===== src/rtl/riscv_ctrl_pkg.sv =====
// Shared definitions for the multicycle RISC-V control path: opcodes, FSM state
// codes and the datapath mux encodings driven by the controller.
package riscv_ctrl_pkg;

    localparam logic [6:0] OP_LW  = 7'b0000011;
    localparam logic [6:0] OP_SW  = 7'b0100011;
    localparam logic [6:0] OP_R   = 7'b0110011;
    localparam logic [6:0] OP_I   = 7'b0010011;
    localparam logic [6:0] OP_BEQ = 7'b1100011;
    localparam logic [6:0] OP_JAL = 7'b1101111;

    typedef enum logic [3:0] {
        ST_IDLE     = 4'd0,
        ST_FETCH    = 4'd1,
        ST_DECODE   = 4'd2,
        ST_MEMADR   = 4'd3,
        ST_MEMREAD  = 4'd4,
        ST_MEMWB    = 4'd5,
        ST_MEMWRITE = 4'd6,
        ST_EXECR    = 4'd7,
        ST_EXECI    = 4'd8,
        ST_ALUWB    = 4'd9,
        ST_BEQ      = 4'd10,
        ST_JAL      = 4'd11
    } state_t;

    localparam logic [1:0] RES_ALUOUT    = 2'b00;
    localparam logic [1:0] RES_DATA      = 2'b01;
    localparam logic [1:0] RES_ALURESULT = 2'b10;

    localparam logic [1:0] SRCA_PC    = 2'b00;
    localparam logic [1:0] SRCA_OLDPC = 2'b01;
    localparam logic [1:0] SRCA_RD1   = 2'b10;

    localparam logic [1:0] SRCB_RD2  = 2'b00;
    localparam logic [1:0] SRCB_IMM  = 2'b01;
    localparam logic [1:0] SRCB_FOUR = 2'b10;

    localparam logic [1:0] ALUOP_ADD   = 2'b00;
    localparam logic [1:0] ALUOP_SUB   = 2'b01;
    localparam logic [1:0] ALUOP_FUNCT = 2'b10;

    localparam logic [1:0] IMM_I = 2'b00;
    localparam logic [1:0] IMM_S = 2'b01;
    localparam logic [1:0] IMM_B = 2'b10;
    localparam logic [1:0] IMM_J = 2'b11;

endpackage


===== src/rtl/instr_imm_decoder.sv =====
// Selects the immediate format for the extender straight from the opcode,
// independent of the control FSM state.
module instr_imm_decoder
    import riscv_ctrl_pkg::*;
(
    input  logic [6:0] Opcode,
    output logic [1:0] ImmSrc
);

    always_comb begin
        ImmSrc = IMM_I;
        case (Opcode)
            OP_SW:   ImmSrc = IMM_S;
            OP_BEQ:  ImmSrc = IMM_B;
            OP_JAL:  ImmSrc = IMM_J;
            default: ImmSrc = IMM_I;
        endcase
    end

endmodule


===== src/rtl/multicycle_control_fsm.sv =====
// Moore control FSM for the multicycle RISC-V core: sequences fetch, decode,
// execute, memory and writeback over a shared datapath and unified memory.
module multicycle_control_fsm
    import riscv_ctrl_pkg::*;
(
    input  logic       clk,
    input  logic       rst_n,
    input  logic [6:0] Opcode,
    input  logic       Zero,
    input  logic       mem_ready,
    output logic       mem_req,
    output logic       MemWrite,
    output logic       AdrSrc,
    output logic       IRWrite,
    output logic       PCWrite,
    output logic       RegWrite,
    output logic [1:0] ResultSrc,
    output logic [1:0] ALUSrcA,
    output logic [1:0] ALUSrcB,
    output logic [1:0] ALUOp,
    output logic [1:0] ImmSrc,
    output logic       illegal_instr,
    output logic       instr_retired
);

    state_t state_reg, state_next;
    logic   branch, pc_update;

    instr_imm_decoder u_imm_dec (
        .Opcode (Opcode),
        .ImmSrc (ImmSrc)
    );

    always_ff @(posedge clk or negedge rst_n) begin
        if (!rst_n) state_reg <= ST_IDLE;
        else        state_reg <= state_next;
    end

    always_comb begin
        state_next    = state_reg;
        mem_req       = 1'b0;
        MemWrite      = 1'b0;
        AdrSrc        = 1'b0;
        IRWrite       = 1'b0;
        RegWrite      = 1'b0;
        ResultSrc     = RES_ALUOUT;
        ALUSrcA       = SRCA_PC;
        ALUSrcB       = SRCB_RD2;
        ALUOp         = ALUOP_ADD;
        illegal_instr = 1'b0;
        instr_retired = 1'b0;
        branch        = 1'b0;
        pc_update     = 1'b0;

        case (state_reg)
            ST_IDLE: state_next = ST_FETCH;
            ST_FETCH: begin
                // PC+4 is computed alongside the read so the PC advances as the IR loads
                mem_req   = 1'b1;
                ALUSrcB   = SRCB_FOUR;
                ResultSrc = RES_ALURESULT;
                IRWrite   = mem_ready;
                pc_update = mem_ready;
                if (mem_ready) state_next = ST_DECODE;
            end
            ST_DECODE: begin
                ALUSrcA = SRCA_OLDPC;
                ALUSrcB = SRCB_IMM;
                case (Opcode)
                    OP_LW, OP_SW: state_next = ST_MEMADR;
                    OP_R:         state_next = ST_EXECR;
                    OP_I:         state_next = ST_EXECI;
                    OP_BEQ:       state_next = ST_BEQ;
                    OP_JAL:       state_next = ST_JAL;
                    default: begin
                        illegal_instr = 1'b1;
                        state_next    = ST_FETCH;
                    end
                endcase
            end
            ST_MEMADR: begin
                ALUSrcA    = SRCA_RD1;
                ALUSrcB    = SRCB_IMM;
                state_next = (Opcode == OP_LW) ? ST_MEMREAD : ST_MEMWRITE;
            end
            ST_MEMREAD: begin
                mem_req = 1'b1;
                AdrSrc  = 1'b1;
                if (mem_ready) state_next = ST_MEMWB;
            end
            ST_MEMWB: begin
                ResultSrc     = RES_DATA;
                RegWrite      = 1'b1;
                instr_retired = 1'b1;
                state_next    = ST_FETCH;
            end
            ST_MEMWRITE: begin
                mem_req  = 1'b1;
                MemWrite = 1'b1;
                AdrSrc   = 1'b1;
                if (mem_ready) begin
                    instr_retired = 1'b1;
                    state_next    = ST_FETCH;
                end
            end
            ST_EXECR: begin
                ALUSrcA    = SRCA_RD1;
                ALUOp      = ALUOP_FUNCT;
                state_next = ST_ALUWB;
            end
            ST_EXECI: begin
                ALUSrcA    = SRCA_RD1;
                ALUSrcB    = SRCB_IMM;
                ALUOp      = ALUOP_FUNCT;
                state_next = ST_ALUWB;
            end
            ST_JAL: begin
                // Jump target already sits in ALUOut; ALU forms the link address OldPC+4
                ALUSrcA    = SRCA_OLDPC;
                ALUSrcB    = SRCB_FOUR;
                pc_update  = 1'b1;
                state_next = ST_ALUWB;
            end
            ST_ALUWB: begin
                RegWrite      = 1'b1;
                instr_retired = 1'b1;
                state_next    = ST_FETCH;
            end
            ST_BEQ: begin
                ALUSrcA       = SRCA_RD1;
                ALUOp         = ALUOP_SUB;
                branch        = 1'b1;
                instr_retired = 1'b1;
                state_next    = ST_FETCH;
            end
            default: state_next = ST_IDLE;
        endcase

        PCWrite = (branch & Zero) | pc_update;
    end

endmodule


===== config.mk =====
export PLATFORM = sky130hd
export DESIGN_NAME = multicycle_control_fsm
export DESIGN_NICKNAME = d
export VERILOG_FILES = /design/src/rtl/riscv_ctrl_pkg.sv /design/src/rtl/instr_imm_decoder.sv /design/src/rtl/multicycle_control_fsm.sv
export SDC_FILE = /design/constraint.sdc
export NUM_CORES = 1
export LEC_CHECK = 0
export CAP_MARGIN = 20
export CORE_UTILIZATION = 43
export CTS_BUF_LIST = sky130_fd_sc_hd__clkbuf_4 sky130_fd_sc_hd__clkbuf_8 sky130_fd_sc_hd__clkbuf_16
export CTS_CLUSTER_DIAMETER = 30
export DETAILED_ROUTE_END_ITERATION = 8
export PLACE_DENSITY = 0.81
export SKIP_CTS_REPAIR_TIMING = 1
export SYNTH_ARGS = -nofsm -noshare
export SYNTH_HDL_FRONTEND = slang
export SYNTH_HIERARCHICAL = 1
export SYNTH_SLANG_ARGS = --single-unit

===== constraint.sdc =====
create_clock -name clk -period 3.88 [get_ports clk]
set_input_delay 0.776 -clock clk [delete_from_list [all_inputs] [get_ports clk]]
set_output_delay 0.776 -clock clk [all_outputs]
set_load 0.01 [all_outputs]

Yosys cells after proc, flatten, opt, wreduce, memory -nomap -nowiden. Cells that the tools add are included.

Memory bits (read-only): 0. Memory bits (writable): 0. Memories: 0. Logic and storage cells: 60. Output and inout bits: 18. Latch bits: 0. Flip-flop bits (word level): 4.

Div/mod/pow operators: 0. Reductions and logical operators: 15. $add $sub $neg: 0. Eq/ne operators: 20. Multipliers: 0. Shift-type cells: 0. Multiplexer cells: 22. Magnitude comparators: 0. Bitwise operators: 2.

Operator list (number): $pmux W4 S7 (1); $pmux W4 S5 (1); $eq A4 B3 Y1 const B (4); $eq A4 B4 Y1 const B (4); $pmux W2 S2 (4); $eq A7 B6 Y1 const B (2); $eq A7 B7 Y1 const B (2); $mux W4 (3); $reduce_or A2 Y1 (6); $reduce_or A3 Y1 (4); $mux W1 (9); $eq A4 B2 Y1 const B (2); $reduce_or A4 Y1 (2); $eq A7 B2 Y1 const B (1); $eq A7 B5 Y1 const B (1); $ne A2 B2 Y1 const B (3); $pmux W2 S3 (1); $reduce_or A6 Y1 (1); $eq A4 B1 Y1 const B (1); $logic_not A4 Y1 (1); $pmux W1 S2 (2); $reduce_and A3 Y1 (1); $mux W2 (1); $and A1 B1 Y1 (1); $or A1 B1 Y1 (1).

Depth between registers and ports, before layout. Gate-level depths: netlist (run 1).

Word-level depth: 4. Gate-level depth with buffers: 5. Mapped depth without buffers: 4.

Modules after synthesis. The synthesis (run 1) kept the hierarchy.

By module, submodules not included: multicycle_control_fsm (times used 1, cells an instance 78, seq. area each 100.1 µm², area each 593.1 µm²); instr_imm_decoder (times used 1, cells an instance 6, seq. area each 0.0 µm², area each 43.8 µm²).

Least setup slack after synthesis (run 1). Ideal clock, no wire load.

Path kind: input to output. From: in mem_ready. To: out PCWrite. Stages on the path: 2. Path buffers: 0. Required time: 3104 ps. Arrival: 1437 ps. Path slack: 1667 ps. Path through: or3b_2 > a21oi_1.

Word-level cells in the longest chain between the ends: 2.

Ends and longest elaborated chain: from (decl) (line multicycle_control_fsm.sv:10) `input logic mem_ready,`; $pmux W1 S2 (line multicycle_control_fsm.sv:55) `case (state_reg)`; $or A1 B1 Y1 (line multicycle_control_fsm.sv:139) `PCWrite = (branch & Zero) | pc_update;`; to (decl) (line multicycle_control_fsm.sv:15) `output logic PCWrite,`.

Every way passes these cells.

Final worst setup path (run 1).
From: in Opcode[4]. To: out illegal_instr.

Word-level cells in the longest chain between the ends: 4. Elaborated cells between the ends (all ways): 9. Those cells by class: eq/ne (6); mux (2); reduce/logical (1).

Ends and longest elaborated chain: from (decl) (line multicycle_control_fsm.sv:8) `input logic [6:0] Opcode,`; $eq A7 B2 Y1, or another cell as far along (line multicycle_control_fsm.sv:69) `case (Opcode)`; $reduce_or A6 Y1 (no line) (*); $mux W1 (*) (line multicycle_control_fsm.sv:69); $mux W1 (*) (line multicycle_control_fsm.sv:55); to (decl) (line multicycle_control_fsm.sv:22) `output logic illegal_instr,`.

Mark *: on every way between the ends. The rest lies on a longest branch, timed or not.

==> results of run 1 <==
==> power by group through the flow <==
stage | registers, uW | logic (uW) | clock network (uW)
finish | 145 | 425 | 50.4
global route | 153 | 471 | 57.3
floorplan | 85.3 | 323 | 0
detailed placement | 144 | 425 | 0
global placement | 144 | 420 | 0
CTS | 144 | 429 | 52.3
==> cell type report <==
class,count,area (um2)
Inverter,1,3.75
Fill cell,123,425
Timing Repair Buffer,28,280
Clock buffer,3,22.5
Multi-Input combinational cell,74,483
Tap cell,15,18.8
Sequential cell,4,100
==> critical path: stages <==
cell and delay, ns:
clkdlybuf4s50_1 0.59, and3b_2 0.24, and3_1 0.20, a21oi_1 0.12
o21a_1 0.12, clkdlybuf4s50_1 0.53
==> through the flow <==
stage	util [%]	setup slack [ns]	power, uW	cells
5_1_grt	68.1	0.429	681	125
4_1_cts	68.1	0.516	625	125
3_3_place_gp	66.4	0.539	563	122
3_5_place_dp	66.4	0.514	569	122
2_1_floorplan	-	1.67	408	84
6_report	68.1	0.516	620	125
==> worst max-delay path by stage <==
stage / start / end / slack (ns) / cells after the start
5_1_grt: Opcode[4] / illegal_instr / 0.43 / 6
6_report: Opcode[4] / illegal_instr / 0.52 / 6
3_3_place_gp: Opcode[4] / illegal_instr / 0.54 / 6
2_1_floorplan: mem_ready / PCWrite / 1.67 / 2
4_1_cts: Opcode[4] / illegal_instr / 0.52 / 6
3_5_place_dp: Opcode[4] / illegal_instr / 0.51 / 6
==> kinds of logic after synthesis <==
family / after synthesis / share of synthesized area [%]
AOI/OAI and AO/OA: 25 / 28.7
DFF: 4 / 15.7
muxes: 1 / 1.57
and+or+nand+nor: 45 / 41.5
buffers and inverters: 6 / 8.45
xor gates and xnor gates: 3 / 4.13
==> placed cells by master (no fill, tap or decap), types with 2 or more instances in the layout <==
cell type,count
nor2b_1,2
nand2_1,5
o21ai_0,3
o22ai_1,2
nor3_1,2
and3_1,2
nor2_1,13
nand3_1,3
nand2b_1,5
xor2_1,2
dfrtp_1,4
clkdlybuf4s50_1,28
a21oi_1,6
a31oi_1,2
clkbuf_4,3
==> per-layer routing <==
metal  routed length [um]  global-route usage [%]
met3                   96                    5.00
met4                    0                    5.00
met5                    0                       0
met2                  730                    38.5
met1                  742                    26.1
==> flow_metrics.env, run 1 <==
export IMPL_status="completed"
export IMPL_period_share_pct=86.7
export IMPL_syn_inst=84
export IMPL_clk_pin_slew_worst_paths_ns=0.04
export IMPL_grt_use_total_pct=21.7
export IMPL_finalSetupViolCount=0
export IMPL_route_vias_total=729
export IMPL_synth_seq_area_share_pct=15.7
export IMPL_switchingPower_uw=282
export IMPL_max_slew_margin_rel_pct=60.9
export IMPL_syn_area_um2=637
export IMPL_synth_edf_count=0
export IMPL_setup_tns_final_ns=0
export IMPL_vdd_drop_max_v=0.000564
export IMPL_synth_common_cells="13 x nor2_1, 6 x a21oi_1, 5 x nand2_1, 5 x nand2b_1"
export IMPL_synth_nets=95
export IMPL_clockBufferDepth=2
export IMPL_drv_slew=0
export IMPL_core_um2=1330
export IMPL_crit_path_start_kind="input port"
export IMPL_gp_congestion=0.812
export IMPL_criticalPathCategory="in -> out"
export IMPL_ys_warn_count=6
export IMPL_antenna_found_initial=0
export IMPL_grt_max_degree=18
export IMPL_synth_seq_cells=4
export IMPL_hpwl_um=1160
export IMPL_drcViolationCount=0
export IMPL_endpoint_kind="output pin"
export IMPL_port_buffers=28
export IMPL_drive_above_1_share_pct=9.09
export IMPL_min_period_ns=3.36
export IMPL_combPwrFrac_pct=68.6
export IMPL_grt_pass1_wl_um=2430
export IMPL_power_density_nw_per_um2=683
export IMPL_grt_setup_unrepaired="no"
export IMPL_worst_r2r_setup_slack_ns=2.31
export IMPL_internal_power_uw=339
export IMPL_wirelength_um=1570
export IMPL_crit_path_max_fanout=7
export IMPL_seqPwrFrac_pct=23.3
export IMPL_power_frac_clock_pct=8.1
export IMPL_r2r_end="state_reg[1]$_DFFE_PN0P_"
export IMPL_timing_hold_ws_ns=0.743
export IMPL_p_leak_uw=0.000353
export IMPL_synthArstFlopShare_pct=100
export IMPL_yosysTopAreaCellShare_pct=15.7
export IMPL_fin_area_um2=908
export IMPL_fmax_mhz=297
export IMPL_synth_most_common_cell="nor2_1"
export IMPL_timing_rr_start="state_reg[3]$_DFFE_PN0P_"
export IMPL_largest_register_ffs=4
export IMPL_io_pin_count=29
export IMPL_die_w_um=40.5
export IMPL_synth_ff_type="dfrtp_1"
export IMPL_clock_sinks=4
export IMPL_cts_buffers=3
export IMPL_rows=13
export IMPL_clk_latency_ns=0.23
export IMPL_grt_remaining_overflow=0
export IMPL_syn2layout_area_growth_pct=42.6
export IMPL_syn_area_per_cell_um2=7.58
export IMPL_drtAntennaViolNets=0
export IMPL_yosys_cell_types_count=43
export IMPL_grt_pass1_vias=591
export IMPL_initial_core_util_pct=47.7
export IMPL_firstDrtPassIters=4
export IMPL_max_slew_worst_pin_slew_ns=0.586
export IMPL_yosys_area_top_type="dfrtp_1"
export IMPL_avgViaCountPerCell=5.83
export IMPL_cts_root_buf="clkbuf_4"
export IMPL_arrival_ns=2.59
export IMPL_antennaDiodeCount=0
export IMPL_hold_viol_final=0
export IMPL_hold_path_class="in -> async"
export IMPL_synth_area_leaders="dfrtp_1 16%, nor2_1 7.7%, buf_6 7.1%"
export IMPL_reg2regPathDepth=4
export IMPL_netSwitchingFraction_pct=45.4
export IMPL_dr_first_iter_drc_count=13
export IMPL_cts_tree="done"
export IMPL_place_area_um2=886
export IMPL_die_area_um2=1640
export IMPL_worstPathRequired_ns=3.10
export IMPL_wl_per_cell_um=12.6
export IMPL_cap_violations=0
export IMPL_cts_max_level=1
export IMPL_final_nets=123
export IMPL_skew_ns=0.00422
export IMPL_die_h_um=40.5
Note: power is estimated with default switching activity, not from simulation.
==> run 2: changes to the inputs <==
- SETUP_SLACK_MARGIN: not set -> 0.05
==> results of run 2 <==
No change in the layout: final DEF, timing and power equal those of run 1.
==> run 3: changes to the inputs <==
- CAP_MARGIN: 20 -> not set
- TNS_END_PERCENT: not set -> 10
==> results of run 3 <==
No change in the layout: final DEF, timing and power equal those of run 1.
